File: config.mk
export PLATFORM = sky130hd
export DESIGN_NAME = add_sub
export DESIGN_NICKNAME = d
export VERILOG_FILES = /design/src/rtl/add_sub_pkg.sv /design/src/rtl/add_sub_sm3_to_tc4.sv /design/src/rtl/add_sub.sv
export SDC_FILE = /design/constraint.sdc
export NUM_CORES = 1
export LEC_CHECK = 0
export CORE_AREA = 2 2 39 41
export CTS_CLUSTER_DIAMETER = 200
export CTS_CLUSTER_SIZE = 8
export DETAILED_ROUTE_END_ITERATION = 10
export DIE_AREA = 0 0 41 43
export PLACE_DENSITY = 0.6
export SETUP_SLACK_MARGIN = 0.3
export SYNTH_ARGS = -nofsm -noshare
export SYNTH_HDL_FRONTEND = slang
export SYNTH_SLANG_ARGS = --single-unit
File: constraint.sdc
create_clock -name clk -period 0.8 [get_ports clk]
set_input_delay 0.08 -clock clk [delete_from_list [all_inputs] [get_ports clk]]
set_output_delay 0.08 -clock clk [all_outputs]
set_load 0.01 [all_outputs]
File: src/rtl/add_sub_pkg.sv
// Shared types and constants for the 3-bit sign-magnitude calculator datapath.
package add_sub_pkg;

    typedef logic [2:0] sm3_t;  // [2] sign (1 = negative), [1:0] magnitude
    typedef logic [3:0] sm4_t;  // [3] sign (1 = negative), [2:0] magnitude

    localparam logic OP_ADD   = 1'b0;
    localparam logic OP_SUB   = 1'b1;
    localparam sm4_t SM_ZERO4 = 4'b0000;

endpackage

File: src/rtl/add_sub_sm3_to_tc4.sv
// Converts a 3-bit sign-magnitude operand to 4-bit two's complement.
module sm3_to_tc4
    import add_sub_pkg::*;
(
    input  sm3_t       sm,
    output logic [3:0] tc
);

    logic [3:0] mag;

    // Negative zero (3'b100) negates 0 to 0, so it needs no special case.
    always_comb begin
        mag = {2'b00, sm[1:0]};
        tc  = sm[2] ? (~mag + 4'd1) : mag;
    end

endmodule

File: src/rtl/add_sub.sv
// Signed add/subtract of two sign-magnitude operands; registered sign-magnitude result.
module add_sub
    import add_sub_pkg::*;
(
    input  logic clk,
    input  logic rst,
    input  sm3_t A,
    input  sm3_t B,
    input  logic op,
    output sm4_t C
);

    logic [3:0] a_tc;
    logic [3:0] b_tc;
    logic [3:0] b_eff;
    logic [3:0] sum;
    logic [3:0] sum_mag;
    sm4_t       c_next;

    sm3_to_tc4 u_conv_a (.sm(A), .tc(a_tc));
    sm3_to_tc4 u_conv_b (.sm(B), .tc(b_tc));

    // Subtract reuses the adder: a + ~b + 1, with the +1 as carry-in.
    always_comb begin
        b_eff = (op == OP_SUB) ? ~b_tc : b_tc;
        sum   = a_tc + b_eff + {3'b000, op};
    end

    always_comb begin
        sum_mag = sum[3] ? (~sum + 4'd1) : sum;
        if (sum_mag[2:0] == 3'd0) begin
            c_next = SM_ZERO4;
        end else begin
            c_next = {sum[3], sum_mag[2:0]};
        end
    end

    always_ff @(posedge clk or posedge rst) begin
        if (rst) begin
            C <= SM_ZERO4;
        end else begin
            C <= c_next;
        end
    end

endmodule

---- Word-level counts from Yosys, hierarchy flattened ----
Cells that the tools add are included.
cells by class
  reduce and logical (&&, ||, !) cells .... 1
  mux-type cells .......................... 5
  div/mod/pow operators ................... 0
  eq/ne operators ......................... 0
  order comparisons ....................... 0
  add/sub/neg operators ................... 5
  bitwise operators ....................... 4
  shifts and indexed selects .............. 0
  $mul .................................... 0
operators with widths
  operator                                     number
  two-way mux 4 bit                            4
  adder 4 x 1 -> 4 bit, second input constant  2
  NOT 2 -> 4 bit                               2
  adder 4 x 1 -> 4 bit                         1
  adder 4 bit                                  1
  NOT 4 bit                                    1
  adder 3 x 1 -> 3 bit, second input constant  1
  logical NOT 3 bit                            1
  two-way mux 3 bit                            1
  NOT 3 bit                                    1
storage, ports and cells
  RAM bits ................................ 0
  bits of input ports ..................... 9
  memories ................................ 0
  latch bits .............................. 0
  register bits ........................... 4
  ROM bits ................................ 0

---- Longest topological paths before layout ----
Gate-level depths: netlist (run 1).
  depth after elaboration ................. 12
  gate-level depth with buffers ........... 11

---- By module ----
From an unflattened synthesis (run 1), not the netlist that was laid out.
unflattened totals
  cell total of the unflattened synthesis .. 48
  area total of the unflattened synthesis .. 486.7 um^2
modules (own cells, without submodules)
  module      area an instance (um^2)  times used  cells an instance
  add_sub     374.1                    1           34
  sm3_to_tc4  56.3                     2           7

---- Worst setup path after synthesis (run 1) ----
OpenSTA, ideal clock, no wires.
  kind .................................... input to register
  from .................................... in B[0]
  to ...................................... reg C[3]
  setup slack ............................. -1.236 ns
  stages on the path ...................... 11
  library setup time ...................... 0.122 ns
  data arrival time ....................... 1.914 ns
  data required time ...................... 0.678 ns
  buffers on the path ..................... 0
  cell sequence ........................... inv_1 > ha_1 > mux2i_1 > xnor2_1 > inv_1 > fa_1 > ha_1 > xnor2_1 > xnor2_1 > nor3_1 > nor2_1
on the way
  word-level cells in the longest chain between the ends .. 12
ends and longest elaborated chain
  element                 line                      text
  from (decl)             add_sub.sv:8              input sm3_t B,
  NOT 2 -> 4 bit          add_sub_sm3_to_tc4.sv:14  tc = sm[2] ? (~mag + 4'd1) : mag;
  adder 4 x 1 -> 4 bit    add_sub_sm3_to_tc4.sv:14
  two-way mux 4 bit *     add_sub_sm3_to_tc4.sv:14
  NOT 4 bit               add_sub.sv:25             b_eff = (op == OP_SUB) ? ~b_tc : b_tc;
  two-way mux 4 bit *     add_sub.sv:25
  adder 4 bit *           add_sub.sv:26             sum = a_tc + b_eff + {3'b000, op};
  adder 4 x 1 -> 4 bit *  add_sub.sv:26
  NOT 3 bit               add_sub.sv:30             sum_mag = sum[3] ? (~sum + 4'd1) : sum;
  adder 3 x 1 -> 3 bit    add_sub.sv:30
  two-way mux 3 bit       add_sub.sv:30
  logical NOT 3 bit       add_sub.sv:31             if (sum_mag[2:0] == 3'd0) begin
  two-way mux 4 bit *     add_sub.sv:31
  via c_next[3]           add_sub.sv:18             sm4_t c_next;
  to (signal assigned)    add_sub.sv:42             C <= c_next;
  to (decl)               add_sub.sv:10             output sm4_t C
The timed path passes the listed nets; every way through them passes the cells marked *.

---- Worst setup path after layout (run 1) ----
  from .................................... in B[0]
  to ...................................... reg C[2]
on the way
  word-level cells in the longest chain between the ends .. 12
ends and longest elaborated chain
  element                 line
  NOT 2 -> 4 bit          add_sub_sm3_to_tc4.sv:14
  adder 4 x 1 -> 4 bit    add_sub_sm3_to_tc4.sv:14
  two-way mux 4 bit *     add_sub_sm3_to_tc4.sv:14
  NOT 4 bit               add_sub.sv:25
  two-way mux 4 bit *     add_sub.sv:25
  adder 4 bit *           add_sub.sv:26
  adder 4 x 1 -> 4 bit *  add_sub.sv:26
  NOT 3 bit               add_sub.sv:30
  adder 3 x 1 -> 3 bit    add_sub.sv:30
  two-way mux 3 bit *     add_sub.sv:30
  logical NOT 3 bit       add_sub.sv:31
  two-way mux 4 bit *     add_sub.sv:31
  via c_next[2]           add_sub.sv:18
Marks and branches as above.

==> run_results.csv, run 1 <==
group,metric,value,unit
status,outcome,"finished, violations left",
status,failed_checks,"setup timing",
timing,tightest_slew,0.2406,ns
finish,multi_input_area,311.5,um^2
worst_setup_path,cpMaxStageDelayCell,"fa_2",
floorplanning,dieArea,1763,um^2
worst_setup_path,slowest_delay,0.49,ns
floorplanning,core_area,1384,um^2
floorplanning,die_w,41,um
worst_setup_path,arrival,2.10,ns
synth,synth_area_leaders,"dfrtp_1 (26%), ha_1 (16%), xnor2_1 (9.0%)",
placement,dp_cells,85,
cts,cts_buffers,3,
worst_setup_path,crit_chain,"buf_6 > buf_6 > inv_12 > ha_4 > mux2i_2 > xnor2_1 > inv_1 > fa_2 > ha_4 > nor2_2 > o21ai_1 > a21oi_1 > xor2_1",
placement,dp_hpwl,703.2,um
finish,antenna_cells,0,
timing,finalCritPeriodShare,243.7,%
synth,ys.flop_type,"dfrtp_1",
cts,htreeDepth,1,
synth,synthCells,45,
floorplanning,pin_count,13,
global_route,overflow,0,
floorplanning,fp.dieH,43,um
timing,whs,0.03317,ns
synth,yosysWarnings,0,
placement,gp_congestion,0.7207,
finish,finalInstanceArea,718.2,um^2
global_route,grt_pass1_vias,416,
cts,cts_root_buf,"clkbuf_4",
synth,synth.distinct_cells,18,
synth,syn_avg_cell_area,8.619,um^2
timing,layout_setup_ws,-1.150,ns
routing,dr.pass1.iters,1,
synth,synth_most_common_cell,"inv_1",
global_route,antenna_found_initial,0,
power_and_ir_drop,power,1.308,mW
power_and_ir_drop,ir_drop,0.5926,mV
synth,synth_top_area_share,25.81,%
routing,drc,0,
timing,grt_setup_unrepaired,"true",
timing,finalMaxSlewViolations,0,
routing,ant_nets,0,
power_and_ir_drop,p_leak,0.3554,nW
routing,avgViaCountPerCell,4.389,
worst_setup_path,crit_family,"adder cells",
placement,pre_cts_ws,-1.902,ns
synth,synth_commonest_cells,"inv_1 (9), ha_1 (5), dfrtp_1 (4), nor2_1 (4), xnor2_1 (4)",
worst_setup_path,cp.depth,13,
synth,ys_seq_area_share,25.81,%
finish,largest_register_ffs,4,
global_route,grt_max_degree,5,
synth,async_reset_ff_share,100.0,%
timing,max_freq,512.9,MHz
worst_setup_path,crit_start,"B[0]",
routing,first_iter_violations,0,
timing,slew-limit-headroom,83.50,%
global_route,grt_pass1_wl,1524,um
timing,finalSetupViolCount,3,
worst_setup_path,critPathLaunchType,"input pin",
synth,synth.largest_area_cell,"dfrtp_1",
global_route,grt_use_total,12.86,%
floorplanning,initial_core_util,28.03,%
timing,setup_tns,-3.359,ns
finish,reg_top3,"C: 4 flops",
finish,fillers,153,
finish,top_register,"C",
worst_setup_path,path_buf_inv,4,
routing,wl,803,um
timing,finalCriticalPeriod,1.950,ns
floorplanning,num_rows,14,
synth,syn_nets,60,
routing,via_count,395,
finish,area_growth,85.16,%
power_and_ir_drop,power_per_cell_area,1821,nW/um^2
worst_setup_path,path_class,"input pin to register",
finish,final_util,51.90,%
synth,synth_seq_cells,4,
worst_setup_path,end_kind,"register",
cts,postCtsHoldBufs,0,
finish,layout-drive-gt1-share,47.30,%
placement,dpl_cell_area,645.6,um^2
hold_path,hp-class,"input pin to async pin",
placement,portBuffers,12,
cts,path_clk_slew,0.03,ns
synth,synth-edff-count,0,
cts,cts_buffer_depth,2,
finish,nets,91,
cts,clkSinkCount,4,
cts,cts_tree,"yes",
timing,hold_viol_final,0,
finish,seq_area,100.1,um^2
routing,post_drt_wl_per_cell,8.922,um
worst_setup_path,crit_required,0.95,ns
synth,syn_area,387.9,um^2
worst_setup_path,path_max_fanout,3,
finish,final_cells,90,
flow_run,maxCapViolCount,0,
worst_setup_path,cp-endpoint,"C[2]",
==> routing by layer <==
layer / up-vias / wire [um] / global-route usage [%]
li1: 202 / - / -
met1: 181 / 258 / 12.26
met2: 12 / 494 / 22.50
met3: 0 / 50 / 3.141
met4: 0 / 0 / 8.000
met5: - / 0 / 0
==> placed cells by master (no fill, tap or decap), drive strengths merged <==
master / synthesis / final
clkbuf: 0 / 3
buf: 0 / 20
or2: 1 / 1
nor2b: 2 / 2
nand2: 2 / 2
dlygate4sd2: 0 / 3
fa: 1 / 1
o21ai: 2 / 2
ha: 5 / 5
a21oi: 1 / 1
inv: 9 / 9
dfrtp: 4 / 4
clkdlybuf4s50: 0 / 3
nor3: 1 / 1
a211oi: 1 / 1
xnor2: 4 / 4
mux2i: 3 / 3
xor2: 2 / 2
nor2: 4 / 4
nand2b: 1 / 1
a31oi: 1 / 1
o21a: 1 / 1
==> timing repair <==
action / in CTS / in global routing
endpoints found under the setup margin: 8 / 8
pin swaps: 9 / 9
resized for setup: 37 / 5
buffers inserted: 2 / 0
==> layout make-up <==
type	count	share of cell area, %
Clock buffer	3	3.136
Inverter	9	6.446
Multi-Input combinational cell	32	43.38
Sequential cell	4	13.94
Tap cell	16	2.787
Timing Repair Buffer	26	30.31
==> report_power, final <==
group	switching, mW	total, mW	internal (mW)
combinational	0.337	0.784	0.447
sequential	0.0193	0.286	0.267
clock	0.0710	0.238	0.167
total	0.428	1.31	0.880
==> cell families after synthesis <==
group | Yosys count | share of synthesized area, %
AOI/OAI and AO/OA | 6 | 9.356
xor gates and xnor gates | 6 | 13.55
adders and majority gates | 6 | 21.29
buffers and inverters | 9 | 8.709
DFF | 4 | 25.81
muxes | 3 | 7.742
and+or+nand+nor | 11 | 13.55
==> worst min path at each step <==
| stage | from | endpoint | slack, ns | cells after the start |
|---|---|---|---|---|
| finish | rst | C[0] | 0.03 | 2 |
| global route | rst | C[2] | 0.05 | 2 |
| CTS | rst | C[0] | 0.03 | 2 |
| detailed placement | rst | C[0] | 0.28 | 2 |
| global placement | rst | C[0] | 0.27 | 2 |
| floorplan | rst | C[0] | -0.15 | 1 |
No activity file was read; power rests on OpenSTA's default activity.
==> run 2, diff against run 1 <==
PLACE_DENSITY = 0.66   (was 0.6)
SYNTH_HIERARCHICAL = 1   (was unset)
==> run_results.csv, run 2 <==
group,metric,value,unit
status,outcome,"finished, violations left",
synth,syn_area,486.7,um^2
timing,slew-limit-headroom,86.47,%
timing,finalMaxSlewViolations,0,
hold_path,hp-class,"input pin to async pin",
finish,mostFrequentLayoutCells,"buf_4 (17), buf_6 (6), inv_1 (5), buf_2 (5)",
floorplanning,fp.dieH,43,um
synth,synthCells,48,
floorplanning,core_area,1384,um^2
routing,post_drt_wl_per_cell,11.25,um
global_route,grt_use_total,14.46,%
synth,ys_seq_area_share,20.57,%
cts,cts_buffer_depth,2,
placement,gp_congestion,0.8266,
synth,synth_compound_area_share,12.34,%
worst_setup_path,crit_chain,"buf_6 > buf_6 > inv_12 > ha_4 > mux2_4 > xor2_4 > fa_1 > inv_2 > ha_4 > a211o_1 > a311oi_2 > nor2_1 > a22oi_2",
synth,synth_seq_cells,4,
worst_setup_path,path_max_fanout,5,
cts,cts_tree,"yes",
finish,final_common_cell,"buf_4",
synth,synth_fa_ha_area_share,19.54,%
synth,synth_xor_area_share,17.22,%
timing,finalSetupViolCount,4,
timing,finalCriticalPeriod,2.253,ns
synth,yosysWarnings,6,
routing,dr.pass1.iters,1,
worst_setup_path,path_class,"input pin to register",
finish,reg_top3,"C: 4 flops",
cts,path_clk_slew,0.04,ns
routing,drc,0,
synth,synth_top_area_share,20.57,%
synth,synth_commonest_cells,"inv_1 (8), ha_1 (6), buf_4 (4), dfrtp_1 (4), xor2_1 (4)",
status,failed_checks,"setup timing",
flow_run,maxCapViolCount,0,
floorplanning,dieArea,1763,um^2
finish,fillers,138,
synth,synth_top_family_by_area,"adder cells",
global_route,overflow,0,
finish,seq_area,100.1,um^2
synth,syn_nets,64,
finish,final_cells,96,
routing,wl,1080,um
routing,via_count,428,
floorplanning,pin_count,13,
placement,portBuffers,12,
global_route,grt_pass1_wl,1697,um
worst_setup_path,cpMaxStageDelayCell,"fa_1",
synth,synth-simple-area-share,7.455,%
cts,htreeDepth,1,
power_and_ir_drop,ir_drop,0.7169,mV
routing,first_iter_violations,0,
power_and_ir_drop,p_leak,0.4252,nW
timing,tightest_slew,0.1973,ns
synth,synth_area_leaders,"dfrtp_1 (21%), ha_1 (15%), xor2_1 (7.2%)",
worst_setup_path,slowest_delay,0.55,ns
cts,clkSinkCount,4,
synth,syn_avg_cell_area,10.14,um^2
finish,nets,98,
routing,ant_nets,0,
synth,async_reset_ff_share,100.0,%
synth,synth-edff-count,0,
synth,synth_most_common_cell,"inv_1",
synth,ys.flop_type,"dfrtp_1",
worst_setup_path,critPathLaunchType,"input pin",
floorplanning,num_rows,14,
floorplanning,initial_core_util,35.17,%
timing,max_freq,443.8,MHz
timing,hold_viol_final,0,
finish,largest_register_ffs,4,
timing,finalCritPeriodShare,281.7,%
timing,layout_setup_ws,-1.453,ns
global_route,grt_pass1_vias,444,
global_route,antenna_found_initial,0,
cts,cts_buffers,3,
finish,multi_input_area,385.4,um^2
placement,dp_cells,89,
worst_setup_path,end_kind,"register",
placement,pre_cts_ws,-2.124,ns
synth,synth_mux_area_share,10.54,%
synth,synth.largest_area_cell,"dfrtp_1",
placement,dp_hpwl,913.8,um
finish,area_growth,72.24,%
cts,cts_root_buf,"clkbuf_4",
worst_setup_path,arrival,2.40,ns
floorplanning,die_w,41,um
finish,layout-drive-gt1-share,57.50,%
worst_setup_path,crit_required,0.95,ns
timing,whs,0.05234,ns
timing,grt_setup_unrepaired,"true",
timing,setup_tns,-4.089,ns
global_route,grt_max_degree,6,
finish,antenna_cells,0,
power_and_ir_drop,power,1.525,mW
synth,synth.distinct_cells,24,
finish,top_register,"C",
routing,avgViaCountPerCell,4.458,
power_and_ir_drop,power_per_cell_area,1819,nW/um^2
run 2: cell count changes in the layout (fill, tap and decap cells not counted), sizes merged, moves of 2 or more:
cell,change
xnor2,-2
mux2,+3
nor2,-2
mux2i,-2
buf,+8
xor2,+2
run 2: layer usage:
layer | global-route usage [%] | routed length [um] | vias up
li1 | - | - | 218
met3 | 0 | 42 | 0
met1 | 14.47 | 372 | 201
met5 | 0 | 0 | -
met4 | 8.000 | 0 | 0
met2 | 27.19 | 664 | 9
run 2: kinds of logic (layout without fill, tap and decap cells):
group                      after synthesis  count (layout)
AOI/OAI and AO/OA                        7               7
buffers and inverters                   12              44
and+or+nand+nor                          7               7
DFF                                      4               4
muxes                                    4               4
xor gates and xnor gates                 7               7
adders and majority gates                7               7
run 2: final cells by class:
type | count | share of cell area (%)
multi-input cells | 32 | 45.97
repair buffers | 33 | 31.94
flip-flops and latches | 4 | 11.94
inverters | 8 | 5.075
clock buffers | 3 | 2.687
well taps | 16 | 2.388
run 2: power breakdown:
part | internal, mW | total [mW] | switching [mW]
Combinational | 0.553 | 0.972 | 0.419
Sequential | 0.284 | 0.304 | 0.0197
Clock | 0.168 | 0.249 | 0.0811
Total | 1.00 | 1.52 | 0.520
run 2: timing repair:
item / 4_1_cts / 5_1_grt
gates resized for setup: 36 / 2
gates cloned: 0 / 0
pin swaps: 10 / 8
endpoints found under the setup margin: 8 / 8
buffers inserted: 2 / 2
hold buffers: 0 / 0
run 2: final timing paths:
path | cells past startpoint | startpoint | slack [ns] | end
worst max-delay path | 13 | B[0] | -1.45 | C[2]
worst min-delay path | 2 | rst | 0.05 | C[1]
max in group asynchronous | 2 | rst | 0.59 | C[2]
min in group clk | 5 | A[0] | 0.36 | C[0]
run 2: critical path, delay by kind of cell:
family          cells  cell delay (ns)
buf+inv             4             0.30
compound gates      3             0.59
simple gates        1             0.08
mux                 1             0.28
xor+xnor            1             0.16
fa+ha+maj           3             0.90
run 2: stage by stage:
| step | utilization [%] | area, um^2 |
|---|---|---|
| after floorplan | - | 543.0 |
| after global placement | 56.42 | 780.7 |
| after detailed placement | 56.42 | 780.7 |
| after CTS | 58.77 | 813.3 |
| after global routing | 60.58 | 838.3 |
| final | 60.58 | 838.3 |
==> run 3, diff against run 2 <==
MAX_ROUTING_LAYER = met4   (was unset)
==> results of run 3 <==
No change in the layout: final DEF, timing and power equal those of run 2.
Main changes from that run: final weighted congestion in routability-driven placement 0.8266 -> 0.8392; overall routing resource usage 14.46% -> 14.81%
